==> config.mk <==
export PLATFORM = sky130hd
export DESIGN_NAME = uart_rx_frame_detector_flat
export DESIGN_NICKNAME = d
export VERILOG_FILES = /design/src/rtl/uart_rx_frame_detector_pkg.sv /design/src/rtl/uart_rx_frame_detector_if.sv /design/src/rtl/uart_rx_frame_detector_counter.sv /design/src/rtl/uart_rx_frame_detector.sv /design/src/flat_wrapper.sv
export SDC_FILE = /design/constraint.sdc
export NUM_CORES = 1
export LEC_CHECK = 0
export BUFFER_PORTS_ARGS = -buffer_cell sky130_fd_sc_hd__buf_4
export CELL_PAD_IN_SITES_DETAIL_PLACEMENT = 0
export CELL_PAD_IN_SITES_GLOBAL_PLACEMENT = 1
export CORE_MARGIN = 5
export CORE_UTILIZATION = 45
export DETAILED_ROUTE_END_ITERATION = 10
export HOLD_SLACK_MARGIN = 0.06
export PLACE_DENSITY = 0.86
export SYNTH_ARGS = -nofsm -noshare
export SYNTH_HDL_FRONTEND = slang
export SYNTH_HIERARCHICAL = 1
export SYNTH_SLANG_ARGS = --single-unit
==> constraint.sdc <==
create_clock -name clk -period 5.2 [get_ports clk]
set_input_delay 0 -clock clk [delete_from_list [all_inputs] [get_ports clk]]
set_output_delay 0 -clock clk [all_outputs]
set_load 0.01 [all_outputs]
==> src/rtl/uart_rx_frame_detector_pkg.sv <==
// Shared types, oversampling constants and bit-vote helper for the UART RX frame detector.
package uart_pkg;

  typedef enum logic [2:0] {IDLE, START, DATA, PARITY, STOP} rx_state_t;

  localparam int OSR_16 = 16;
  localparam int OSR_8  = 8;

  function automatic logic maj3(input logic a, input logic b, input logic c);
    return (a & b) | (a & c) | (b & c);
  endfunction

endpackage

==> src/rtl/uart_rx_frame_detector_if.sv <==
// Frame output channel: data plus error flags under a valid/ready handshake.
interface uart_rx_frame_detector_if #(parameter int DATA_BITS = 8);
  logic [DATA_BITS-1:0] data_out;
  logic                 data_out_valid;
  logic                 data_out_ready;
  logic                 framing_err;
  logic                 parity_err;
  logic                 overrun_err;

  modport master (output data_out, data_out_valid, framing_err, parity_err, overrun_err,
                  input  data_out_ready);
  modport slave  (input  data_out, data_out_valid, framing_err, parity_err, overrun_err,
                  output data_out_ready);
endinterface

==> src/rtl/uart_rx_frame_detector_counter.sv <==
// Generic loadable up-counter used for the sample, low-sample and bit-index counts.
module uart_rx_frame_detector_counter #(
  parameter int WIDTH     = 4,
  parameter int STEP      = 1,
  parameter int RESET_VAL = 0
) (
  input  logic             clk,
  input  logic             rst_n,
  input  logic             i_load,
  input  logic [WIDTH-1:0] i_load_val,
  input  logic             i_inc,
  output logic [WIDTH-1:0] o_cnt
);
  logic [WIDTH-1:0] r_cnt;

  always_ff @(posedge clk or negedge rst_n) begin
    if (!rst_n)      r_cnt <= WIDTH'(RESET_VAL);
    else if (i_load) r_cnt <= i_load_val;
    else if (i_inc)  r_cnt <= r_cnt + WIDTH'(STEP);
  end

  assign o_cnt = r_cnt;
endmodule

==> src/rtl/uart_rx_frame_detector.sv <==
// Oversampled UART RX frame assembler with start validation and 3-sample bit voting.
// Optional parity bit/check enabled by defining UART_RX_PARITY_EN.
module uart_rx_frame_detector
  import uart_pkg::*;
#(
  parameter int DATA_BITS       = 8,
  parameter int START_LOW_THRES = 8
) (
  input  logic clk,
  input  logic rst_n,
  input  logic i_sample_en,
  input  logic i_bitstream_in,
  input  logic i_oversample_x16,
`ifdef UART_RX_PARITY_EN
  input  logic i_parity_odd,
`endif
  uart_rx_frame_detector_if.master o_rx
);
  localparam int              BW       = $clog2(DATA_BITS);
  localparam logic [BW-1:0]   LAST_BIT = BW'(DATA_BITS - 1);
  localparam logic [4:0]      THR16    = 5'(START_LOW_THRES);
  localparam logic [4:0]      THR8     = 5'(START_LOW_THRES / 2);

  rx_state_t            r_state;
  logic                 r_osr16, r_v0, r_v1;
  logic [DATA_BITS-1:0] r_shift, r_data;
  logic                 r_valid, r_ferr, r_ovr;
`ifdef UART_RX_PARITY_EN
  logic                 r_perr, r_perr_q;
`endif

  logic [3:0]    w_samp;
  logic [4:0]    w_low, w_low_tot, w_n, w_half, w_idx, w_thr;
  logic [BW-1:0] w_bit;
  logic          w_last, w_at_v0, w_at_v1, w_at_vote, w_vote, w_drain;
  logic          w_samp_ld, w_samp_inc, w_low_ld, w_low_inc, w_bit_ld, w_bit_inc;
  logic [3:0]    w_samp_ldv;

  // w_idx is the 1-based position within the current bit of the sample arriving now
  assign w_n       = r_osr16 ? 5'(OSR_16) : 5'(OSR_8);
  assign w_half    = w_n >> 1;
  assign w_thr     = r_osr16 ? THR16 : THR8;
  assign w_idx     = {1'b0, w_samp} + 5'd1;
  assign w_last    = (w_idx == w_n);
  assign w_at_v0   = (w_idx == w_half - 5'd1);
  assign w_at_v1   = (w_idx == w_half);
  assign w_at_vote = (w_idx == w_half + 5'd1);
  assign w_vote    = maj3(r_v0, r_v1, i_bitstream_in);
  assign w_low_tot = w_low + {4'b0, ~i_bitstream_in};
  assign w_drain   = r_valid & o_rx.data_out_ready;

  always_comb begin
    w_samp_ld  = 1'b0;
    w_samp_ldv = 4'd0;
    w_samp_inc = 1'b0;
    if (i_sample_en) begin
      case (r_state)
        IDLE: begin w_samp_ld = 1'b1; w_samp_ldv = {3'b0, ~i_bitstream_in}; end
        STOP: if (w_at_vote) w_samp_ld = 1'b1; else w_samp_inc = 1'b1;
        default: if (w_last) w_samp_ld = 1'b1; else w_samp_inc = 1'b1;
      endcase
    end
  end

  assign w_low_ld  = i_sample_en & (r_state == IDLE);
  assign w_low_inc = i_sample_en & (r_state == START) & ~i_bitstream_in;
  assign w_bit_ld  = i_sample_en & (r_state != DATA);
  assign w_bit_inc = i_sample_en & (r_state == DATA) & w_last;

  uart_rx_frame_detector_counter #(.WIDTH(4), .STEP(1), .RESET_VAL(0)) u_samp_cnt (
    .clk(clk), .rst_n(rst_n), .i_load(w_samp_ld), .i_load_val(w_samp_ldv),
    .i_inc(w_samp_inc), .o_cnt(w_samp));

  uart_rx_frame_detector_counter #(.WIDTH(5), .STEP(1), .RESET_VAL(0)) u_low_cnt (
    .clk(clk), .rst_n(rst_n), .i_load(w_low_ld), .i_load_val({4'b0, ~i_bitstream_in}),
    .i_inc(w_low_inc), .o_cnt(w_low));

  uart_rx_frame_detector_counter #(.WIDTH(BW), .STEP(1), .RESET_VAL(0)) u_bit_idx (
    .clk(clk), .rst_n(rst_n), .i_load(w_bit_ld), .i_load_val('0),
    .i_inc(w_bit_inc), .o_cnt(w_bit));

  always_ff @(posedge clk or negedge rst_n) begin
    if (!rst_n) begin
      r_state <= IDLE;
      r_osr16 <= 1'b0;
      r_v0    <= 1'b0;
      r_v1    <= 1'b0;
      r_shift <= '0;
      r_data  <= '0;
      r_valid <= 1'b0;
      r_ferr  <= 1'b0;
      r_ovr   <= 1'b0;
`ifdef UART_RX_PARITY_EN
      r_perr   <= 1'b0;
      r_perr_q <= 1'b0;
`endif
    end else begin
      r_ovr <= 1'b0;
      if (w_drain) r_valid <= 1'b0;
      if (i_sample_en) begin
        if (w_at_v0) r_v0 <= i_bitstream_in;
        if (w_at_v1) r_v1 <= i_bitstream_in;
        case (r_state)
          IDLE: if (!i_bitstream_in) begin
            r_state <= START;
            r_osr16 <= i_oversample_x16;
`ifdef UART_RX_PARITY_EN
            r_perr  <= 1'b0;
`endif
          end
          START: if (w_last) r_state <= (w_low_tot >= w_thr) ? DATA : IDLE;
          DATA: begin
            if (w_at_vote) r_shift[w_bit] <= w_vote;
`ifdef UART_RX_PARITY_EN
            if (w_last && w_bit == LAST_BIT) r_state <= PARITY;
`else
            if (w_last && w_bit == LAST_BIT) r_state <= STOP;
`endif
          end
`ifdef UART_RX_PARITY_EN
          PARITY: begin
            if (w_at_vote) r_perr <= ((w_vote ^ (^r_shift)) != i_parity_odd);
            if (w_last) r_state <= STOP;
          end
`endif
          // Leave at mid-stop so a back-to-back frame's falling edge is not missed
          STOP: if (w_at_vote) begin
            r_state <= IDLE;
            if (!r_valid || o_rx.data_out_ready) begin
              r_data  <= r_shift;
              r_ferr  <= ~w_vote;
              r_valid <= 1'b1;
`ifdef UART_RX_PARITY_EN
              r_perr_q <= r_perr;
`endif
            end else begin
              r_ovr <= 1'b1;
            end
          end
          default: r_state <= IDLE;
        endcase
      end
    end
  end

  assign o_rx.data_out       = r_data;
  assign o_rx.data_out_valid = r_valid;
  assign o_rx.framing_err    = r_ferr;
  assign o_rx.overrun_err    = r_ovr;
`ifdef UART_RX_PARITY_EN
  assign o_rx.parity_err     = r_perr_q;
`else
  assign o_rx.parity_err     = 1'b0;
`endif
endmodule
==> src/flat_wrapper.sv <==
// flat-port wrapper written by rule: the top's interface ports become plain ports
module uart_rx_frame_detector_flat import uart_pkg::*;
#(
  parameter int DATA_BITS       = 8,
  parameter int START_LOW_THRES = 8
)
  (clk, rst_n, i_sample_en, i_bitstream_in, i_oversample_x16, o_rx_data_out, o_rx_data_out_valid, o_rx_framing_err, o_rx_parity_err, o_rx_overrun_err, o_rx_data_out_ready);
  uart_rx_frame_detector_if #(.DATA_BITS(DATA_BITS)) o_rx_i ();
  input  logic clk;
  input  logic rst_n;
  input  logic i_sample_en;
  input  logic i_bitstream_in;
  input  logic i_oversample_x16;
  output wire logic [$bits(o_rx_i.data_out)-1:0] o_rx_data_out;
  output wire logic [$bits(o_rx_i.data_out_valid)-1:0] o_rx_data_out_valid;
  output wire logic [$bits(o_rx_i.framing_err)-1:0] o_rx_framing_err;
  output wire logic [$bits(o_rx_i.parity_err)-1:0] o_rx_parity_err;
  output wire logic [$bits(o_rx_i.overrun_err)-1:0] o_rx_overrun_err;
  input wire logic [$bits(o_rx_i.data_out_ready)-1:0] o_rx_data_out_ready;
  assign o_rx_data_out = o_rx_i.data_out;
  assign o_rx_data_out_valid = o_rx_i.data_out_valid;
  assign o_rx_framing_err = o_rx_i.framing_err;
  assign o_rx_parity_err = o_rx_i.parity_err;
  assign o_rx_overrun_err = o_rx_i.overrun_err;
  assign o_rx_i.data_out_ready = o_rx_data_out_ready;
  uart_rx_frame_detector #(.DATA_BITS(DATA_BITS), .START_LOW_THRES(START_LOW_THRES)) u_core (.clk(clk), .rst_n(rst_n), .i_sample_en(i_sample_en), .i_bitstream_in(i_bitstream_in), .i_oversample_x16(i_oversample_x16), .o_rx(o_rx_i));
endmodule
Word-level counts from Yosys, hierarchy flattened
Cells that the tools add are included.
- add/subtract/negate cells: 7
- equality and inequality tests: 13
- order comparisons: 3
- bitwise logic cells: 14
- reduce and logical (&&, ||, !) cells: 14
- multiplexer cells: 36
- operators by type and width (cell ; number):
    $mux W3 ; 6
    $mux W1 ; 17
    $mux W4 ; 4
    $eq A5 B5 Y1 ; 3
    $mux W5 ; 3
    $pmux W3 S4 ; 1
    $add A4 B1 Y5 const B ; 2
    $and A1 B1 Y1 ; 10
    $bwmux W8 ; 1
    $eq A3 B3 Y1 const B ; 2
    $reduce_and A3 Y1 ; 2
    $reduce_bool A2 Y1 ; 3
    $add A5 B1 Y5 ; 1
    $add A5 B1 Y5 const B ; 1
    $eq A5 B4 Y1 ; 1
    $ge A5 B5 Y1 ; 1
    $reduce_and A5 Y1 ; 1
    $sub A4 B1 Y5 const B ; 1
    $add A4 B1 Y4 const B ; 1
    $lt A3 B4 Y1 const B ; 1
    $ne A2 B1 Y1 const B ; 2
    $ne A2 B2 Y1 const B ; 2
    $pmux W1 S2 ; 2
    $reduce_and A2 Y1 ; 2
    other kinds (14) ; 17
- bits in registers: 37
- word-level logic and storage cells: 99
- input bits: 6
- output and inout bits: 12

Longest topological paths before layout
Gate-level depths: netlist of the first run.
- depth after elaboration: 8
- mapped depth: 9
- depth with buffers taken out: 9

Modules after synthesis
The synthesis of the first run kept the hierarchy.
- by module, submodules not included (module ; area each (sq um) ; instances ; cells an instance ; sequential area each (sq um)):
    uart_rx_frame_detector ; 1340.0 ; 1 ; 119 ; 625.6
    uart_rx_frame_detector_counter (u_core.u_low_cnt) ; 249.0 ; 1 ; 24 ; 125.1
    uart_rx_frame_detector_counter (u_core.u_samp_cnt) ; 202.7 ; 1 ; 18 ; 100.1
    uart_rx_frame_detector_counter (u_core.u_bit_idx) ; 153.9 ; 1 ; 14 ; 75.1

Worst setup path after synthesis of the first run
OpenSTA, ideal clock, no wires.
- kind: register to register
- start point: register u_core.r_osr16
- end point: register u_core.u_samp_cnt.r_cnt[3] (netlist: u_core/u_samp_cnt/o_cnt[3])
- library setup time: 0.125 ns
- data required time: 5.075 ns
- buffers on the path: 0
- arrival: 2.050 ns
- period minus slack after synthesis: 2.175 ns
- stages on the path, launching flop included: 6
- slack: 3.025 ns
- cell sequence: dfrtp_1 or3b_1 a211oi_1 o22ai_1 nor2b_1 mux2_2
- cells in the longest elaborated chain, start to end: 7
- elaborated cells between the ends (all ways): 14
- classes of those cells: add/sub (1); eq/ne (2); mux (10); reduce/logical (1)
- RTL lines (what ; line ; text):
    start, declared ; uart_rx_frame_detector.sv:25 ; logic r_osr16, r_v0, r_v1;
    start signal, assigned ; uart_rx_frame_detector.sv:106 ; r_osr16 <= i_oversample_x16;
    $mux W5 * ; uart_rx_frame_detector.sv:40 ; assign w_n = r_osr16 ? 5'(OSR_16) : 5'(OSR_8);
    $add A4 B1 Y5 ; uart_rx_frame_detector.sv:47 ; assign w_at_vote = (w_idx == w_half + 5'd1);
    $eq A5 B5 Y1 ; uart_rx_frame_detector.sv:47 ;
    $mux W1 ; uart_rx_frame_detector.sv:59 ; STOP: if (w_at_vote) w_samp_ld = 1'b1; else w_samp_inc = 1'b1;
    $pmux W1 S2 * ; uart_rx_frame_detector.sv:57 ; case (r_state)
    $mux W1 * ; uart_rx_frame_detector.sv:56 ; if (i_sample_en) begin
    net u_core.w_samp_ld ; uart_rx_frame_detector.sv:36 ; logic w_samp_ld, w_samp_inc, w_low_ld, w_low_inc, w_bit_ld, w_bit_inc;
    $mux W4 / $reduce_bool A2 Y1 (equally long branches) ; - ;
    end signal, assigned ; uart_rx_frame_detector_counter.sv:17 ; if (!rst_n) r_cnt <= WIDTH'(RESET_VAL);
    end signal, assigned ; uart_rx_frame_detector_counter.sv:18 ; else if (i_load) r_cnt <= i_load_val;
    end signal, assigned ; uart_rx_frame_detector_counter.sv:19 ; else if (i_inc) r_cnt <= r_cnt + WIDTH'(STEP);
    end, declared ; uart_rx_frame_detector_counter.sv:14 ; logic [WIDTH-1:0] r_cnt;
The timed path passes the listed nets; every way through them passes the cells marked *.
A chain may end at the register's enable or synchronous reset.

Worst setup path after layout of the first run
Ends and elaborated chain as after synthesis.

==> flow_metrics.tcl, run 1 <==
set metrics [dict create \
    clock-root-buffer "clkbuf_8" \
    hold_viol_final 0 \
    dr.pass1.iters 4 \
    area.sequential_um2 926 \
    n_fill_cell 389 \
    areaGrowthSynthToFinish_pct 17.5 \
    post-route-period-util_pct 45.8 \
    syn-mean-instance-area_um2 11.1 \
    cts_sinks 37 \
    whs_ns 0.196 \
    place_congestion 0.782 \
    fin_skew_ns 0.00717 \
    arrival_ns 2.56 \
    rsz0062_at_grt "false" \
    htreeDepth 2 \
    slew_headroom_pct 38.7 \
    die_h_um 75.8 \
    io_buffers 16 \
    grt_usage_pct 13.7 \
    min_period_ns 2.38 \
    die_area_um2 5740 \
    clk_pin_slew_ns 0.08 \
    drive_gt1_share_pct 22.9 \
    dp_cells 249 \
    via_count 1369 \
    drtIter0Drc 63 \
    cp.required_ns 5.38 \
    ant_nets 0 \
    final_cells 262 \
    die_w_um 75.8 \
    grt_pass1_vias 1284 \
    p_leak_nw 1.04 \
    crit_type "flip-flop to flip-flop" \
    layout_common_cells "37 x dfrtp_1, 19 x nand2_1, 19 x mux2_2" \
    synth-seq-area-share_pct 47.6 \
    pin_count 18 \
    drv_slew 0 \
    max_freq_mhz 420 \
    synth.distinct_cells 44 \
    final_common_cell "dfrtp_1" \
    wl_per_cell_um 12.8 \
    rows 24 \
    outcome "finished, final reports clean" \
    end_kind "flip-flop" \
    synth-async-reset-ratio_pct 100 \
    num_antenna_cells 0 \
    numCtsBuffers 5 \
    synth_edf_count 0 \
    clk_latency_ns 0.29 \
    postCtsSetupRepairBufs 0 \
    vdd.ir_drop.worst_mv 0.206 \
    via_per_inst 5.23 \
    multi_input_area_um2 1010 \
    ys_warn_count 6 \
    netlist_instances 175 \
    utilization_pct 53.6 \
    antenna_found_initial 0 \
    synth_area_um2 1950 \
    worstPathMaxFanout 7 \
    dp_hpwl_um 2390 \
    cts_tree "yes" \
    initial_utilization_pct 45.6 \
    tightest_slew_ns 0.912 \
    tns_ns 0 \
    hold_path.class "primary input to async pin" \
    p_per_area_nw_per_um2 398 \
    grt_pass1_wl_um 5820 \
    cap_violations 0 \
    synth-seq-cells 37 \
    setup.worst_path.start_class "flip-flop" \
    synthFlopType "dfrtp_1" \
    core_um2 4260 \
    drcViolationCount 0 \
    setup-violations-final 0 \
    grt_max_degree 38 \
    routed_wl_um 3340 \
    cts_buffer_depth 2 \
    fin_nets 222 \
    ctsResizeCount 0 \
    grt.overflow.total 0 \
]
-- per-layer routing --
metal / up-vias / wire length, um / global-route usage (%)
met3: 4 / 121 / 4.75
met2: 23 / 1500 / 19.7
met5: - / 0 / 0
met4: 0 / 54 / 5.83
li1: 694 / - / -
met1: 648 / 1670 / 18.7
-- stage by stage --
stage / worst slack, ns / power, mW / area (um2)
2_1_floorplan: 3.02 / 0.649 / 1980
5_1_grt: 2.69 / 0.990 / 2290
3_3_place_gp: 2.88 / 0.709 / 2150
3_5_place_dp: 2.83 / 0.719 / 2150
6_report: 2.82 / 0.911 / 2290
4_1_cts: 2.83 / 0.924 / 2290
-- area by class of cell --
cell class	instances	area share (%)
inverters	7	1.15
well taps	52	2.85
clock inverters	3	0.766
repair buffers	21	7.44
flip-flops and latches	37	40.5
multi-input cells	137	44.3
clock buffers	5	3.01
-- repair_timing --
item | 4_1_cts | 5_1_grt
setup endpoints to repair | 0 | 0
hold buffers | 5 | 0
endpoints found under the hold margin | 43 | 0
-- final timing paths --
| check | to | slack, ns | cells after the start | from |
|---|---|---|---|---|
| setup / recovery | u_core/u_samp_cnt/o_cnt[3] | 2.82 | 5 | u_core/r_osr16 |
| hold / removal | u_core/o_rx.data_out_valid | 0.20 | 2 | rst_n |
| setup reg to reg | u_core/u_samp_cnt/o_cnt[3] | 2.82 | 5 | u_core/r_osr16 |
| hold reg to reg | u_core/r_shift[1] | 0.49 | 1 | u_core/r_shift[1] |
| max in group asynchronous | u_core/u_bit_idx/o_cnt[0] | 4.68 | 2 | rst_n |
| min in group clk | u_core/r_shift[1] | 0.49 | 1 | u_core/r_shift[1] |
-- cell usage after synthesis (all sizes together) (2+ instances only) --
cell type | number | area [um2]
a211oi | 2 | 15.0
clkbuf | 3 | 11.3
dfrtp | 37 | 926
ha | 7 | 87.6
inv | 7 | 26.3
mux2 | 21 | 236
mux2i | 4 | 40.0
nand2 | 19 | 71.3
nand3 | 5 | 30.0
nand3b | 2 | 15.0
nand4 | 4 | 31.3
nor2 | 8 | 30.0
nor2b | 2 | 12.5
nor3 | 4 | 20.0
nor4 | 3 | 18.8
nor4b | 3 | 32.5
o21ai | 9 | 45.0
o31a | 2 | 17.5
o32ai | 2 | 17.5
xnor2 | 8 | 70.1
xor2 | 5 | 43.8
-- flip-flops by register name, summed over array words and instances, names as in the netlist, 3 cells and up --
name,flops
u_core/o_rx.data_out,8
u_core/r_shift,8
u_core/u_low_cnt/o_cnt,5
u_core/u_samp_cnt/o_cnt,4
u_core/r_state,3
u_core/u_bit_idx/o_cnt,3
-- cell families after synthesis --
logic type | count (synthesis) | share of synthesized area, %
simple gates | 58 | 16.9
flops | 37 | 47.6
mux | 25 | 14.2
compound gates | 22 | 7.91
xor+xnor | 13 | 5.85
buf+inv | 11 | 2.32
fa+ha+maj | 8 | 5.02
other cells | 1 | 0.193
-- critical path, cell delays in order, from the launching register on --
cell and delay (ns):
dfrtp_1 0.44, or3b_1 0.41, a211oi_1 0.50, o22ai_1 0.19, nor2b_1 0.36, mux2_2 0.38
-- where the power goes --
part	leakage, nW	switching, mW	internal, mW
clock network	0.0439	0.105	0.0925
registers	0.479	0.0878	0.345
logic	0.518	0.138	0.142
Note: power is estimated with default switching activity, not from simulation.
==> inputs of run 2 (changes only) <==
ABC_AREA = 1   (was unset)
CORE_UTILIZATION = 44   (was 45)
PLACE_DENSITY = 0.9   (was 0.86)
clock period = 2.4 ns   (was 5.2 ns; I/O delays follow)
==> run 2 against run 1 <==
  * Combinational power increased to 3.5 times the previous value
  * Critical path depth rose by 7
  * Area after synthesis up 12%
==> flow_metrics.tcl, run 2 <==
set metrics [dict create \
    outcome "finished, final reports clean" \
    numCtsBuffers 5 \
    cts_buffer_depth 2 \
    cp_top_family "simple AND/OR/NAND/NOR gates" \
    die_h_um 80.5 \
    arrival_ns 2.23 \
    synth-async-reset-ratio_pct 100 \
    max_freq_mhz 488 \
    worstPathMaxFanout 9 \
    die_w_um 80.5 \
    maxUsedRoutingLayer "met4" \
    drive_gt1_share_pct 11.9 \
    num_antenna_cells 0 \
    setup-violations-final 0 \
    grt_pass1_wl_um 8140 \
    drv_slew 0 \
    slowest_stage "dfrtp_1" \
    io_buffers 16 \
    crit_path_frequent_cell "nand2_1" \
    clk_pin_slew_ns 0.08 \
    grt_usage_pct 15.8 \
    end_kind "flip-flop" \
    p_per_area_nw_per_um2 988 \
    hold_viol_final 0 \
    hold_depth 4 \
    hold_path.class "primary input to flip-flop" \
    vdd.ir_drop.worst_mv 0.669 \
    drtIter0Drc 96 \
    whs_ns 0.0761 \
    grt_max_degree 38 \
    synth_edf_count 0 \
    path_depth 12 \
    routed_wl_um 4460 \
    netlist_instances 294 \
    path_buf_inv 1 \
    clock-root-buffer "clkbuf_8" \
    synth-seq-area-share_pct 42.4 \
    p_leak_nw 1.34 \
    wl_per_cell_um 11.3 \
    grt_pass1_vias 1916 \
    final_cells 395 \
    via_per_inst 4.82 \
    cap_violations 0 \
    post-route-period-util_pct 85.3 \
    synth_area_um2 2190 \
    dr.pass1.iters 4 \
    synth_area_leaders "dfrtp_1 42%, nand2_1 15%, nand3_1 7.6%, inv_1 6.0%, nor2_1 4.6%" \
    synthFlopType "dfrtp_1" \
    power_mw 2.52 \
    r2r_cells 12 \
    cts_sinks 37 \
    core_um2 4790 \
    rsz0062_at_grt "false" \
    die_area_um2 6480 \
    crit_chain "nand2_1 > clkinv_1 > nand2_1 > nand2_2 > o21ai_4 > nand2_1 > nand2_1 > nand2_1 > nor2_2 > nor2_1 > a22oi_1 > nand2_1" \
    crit_type "flip-flop to flip-flop" \
    grt.overflow.total 0 \
    antenna_found_initial 0 \
    rows 25 \
    tns_ns 0 \
    syn-mean-instance-area_um2 7.43 \
    met3WireLength_um 199 \
    place_congestion 0.829 \
    postCtsSetupRepairBufs 0 \
    cts_tree "yes" \
    synthTopCellsByCount "90 x nand2_1, 37 x dfrtp_1, 35 x inv_1" \
    htreeDepth 2 \
    final_common_cell "nand2_1" \
    fin_nets 340 \
    ant_nets 0 \
    drt-met1-wl_um 2210 \
    fin_skew_ns 0.00871 \
    setup.worst_path.start_class "flip-flop" \
    synth-seq-cells 37 \
    ys_warn_count 6 \
    initial_utilization_pct 45.7 \
    synth_top_area_share_pct 42.4 \
    dp_hpwl_um 3270 \
    cp.required_ns 2.58 \
    routed-wl-met2_um 1970 \
    drcViolationCount 0 \
    yosysTopAreaCell "dfrtp_1" \
    dp_cells 384 \
    pin_count 18 \
    areaGrowthSynthToFinish_pct 16.9 \
    layout_common_cells "90 x nand2_1, 37 x dfrtp_1, 35 x inv_1" \
    clk_latency_ns 0.29 \
    min_period_ns 2.05 \
    via_count 1905 \
    max_stage_delay_ns 0.48 \
    yosysMostFrequentCell "nand2_1" \
    synth.distinct_cells 34 \
]
[run 2: worst paths after layout]
path	startpoint	endpoint	slack, ns
worst min register to register	u_core/o_rx.data_out[6]	u_core/o_rx.data_out[6]	0.47
worst min-delay path	i_bitstream_in	u_core/r_state[0]	0.08
worst max-delay path	u_core/u_samp_cnt/o_cnt[0]	u_core/u_samp_cnt/o_cnt[3]	0.35
worst max register to register	u_core/u_samp_cnt/o_cnt[0]	u_core/u_samp_cnt/o_cnt[3]	0.35
max in group asynchronous	rst_n	u_core/o_rx.overrun_err	1.85
min in group asynchronous	rst_n	u_core/u_bit_idx/o_cnt[1]	0.21
[run 2: cells by family (layout without fill, tap and decap cells)]
kind of cell             count (synthesis)  count (layout)  share of synthesized area, %
adder cells (fa/ha/maj)                  8               8                          4.46
other                                    1              11                         0.172
AND/OR/NAND/NOR                        181             181                          37.1
flip-flops                              37              37                          42.4
XOR/XNOR                                 4               4                          1.60
buffers and inverters                   41              65                          7.61
AO/OA/AOI/OAI                           22              22                          6.64
[run 2: cell type report]
type	count	area, um2
Clock inverter	3	46.3
Sequential cell	37	926
Clock buffer	5	68.8
Multi-Input combinational cell	226	1130
Timing Repair Buffer	20	158
Fill cell	456	2230
Tap cell	67	83.8
Inverter	37	139
[run 2: timing repair]
action                     CTS  global route
setup endpoints to repair    0             2
gates resized for setup      0             1
hold endpoints to repair    40             0
hold buffers                 3             0
[run 2: power breakdown]
part           total (mW)  leakage (nW)  internal [mW]  switching, mW
sequential          0.983         0.480          0.774          0.209
combinational       0.996         0.802          0.376          0.620
clock               0.546        0.0543          0.311          0.235
[run 2: metrics by stage]
stage	utilization [%]	setup slack [ns]	cell area (um2)
6_report	53.4	0.352	2550
4_1_cts	53.3	0.290	2550
3_3_place_gp	50.3	0.364	2410
3_5_place_dp	50.3	0.308	2410
5_1_grt	53.4	0.0845	2550
2_1_floorplan	-	0.571	2220
[run 2: worst reg2reg max path, delay by kind of cell, from the launching register on]
| kind | cells | cell delay, ns |
|---|---|---|
| AND/OR/NAND/NOR | 9 | 1.02 |
| buffers and inverters | 1 | 0.10 |
| flip-flops | 1 | 0.48 |
| AO/OA/AOI/OAI | 2 | 0.36 |
[run 2: metal layers]
layer	track usage, %	up-vias
met1	20.5	852
li1	-	1008
met4	6.76	0
met3	3.70	8
met5	0	-
met2	25.2	37
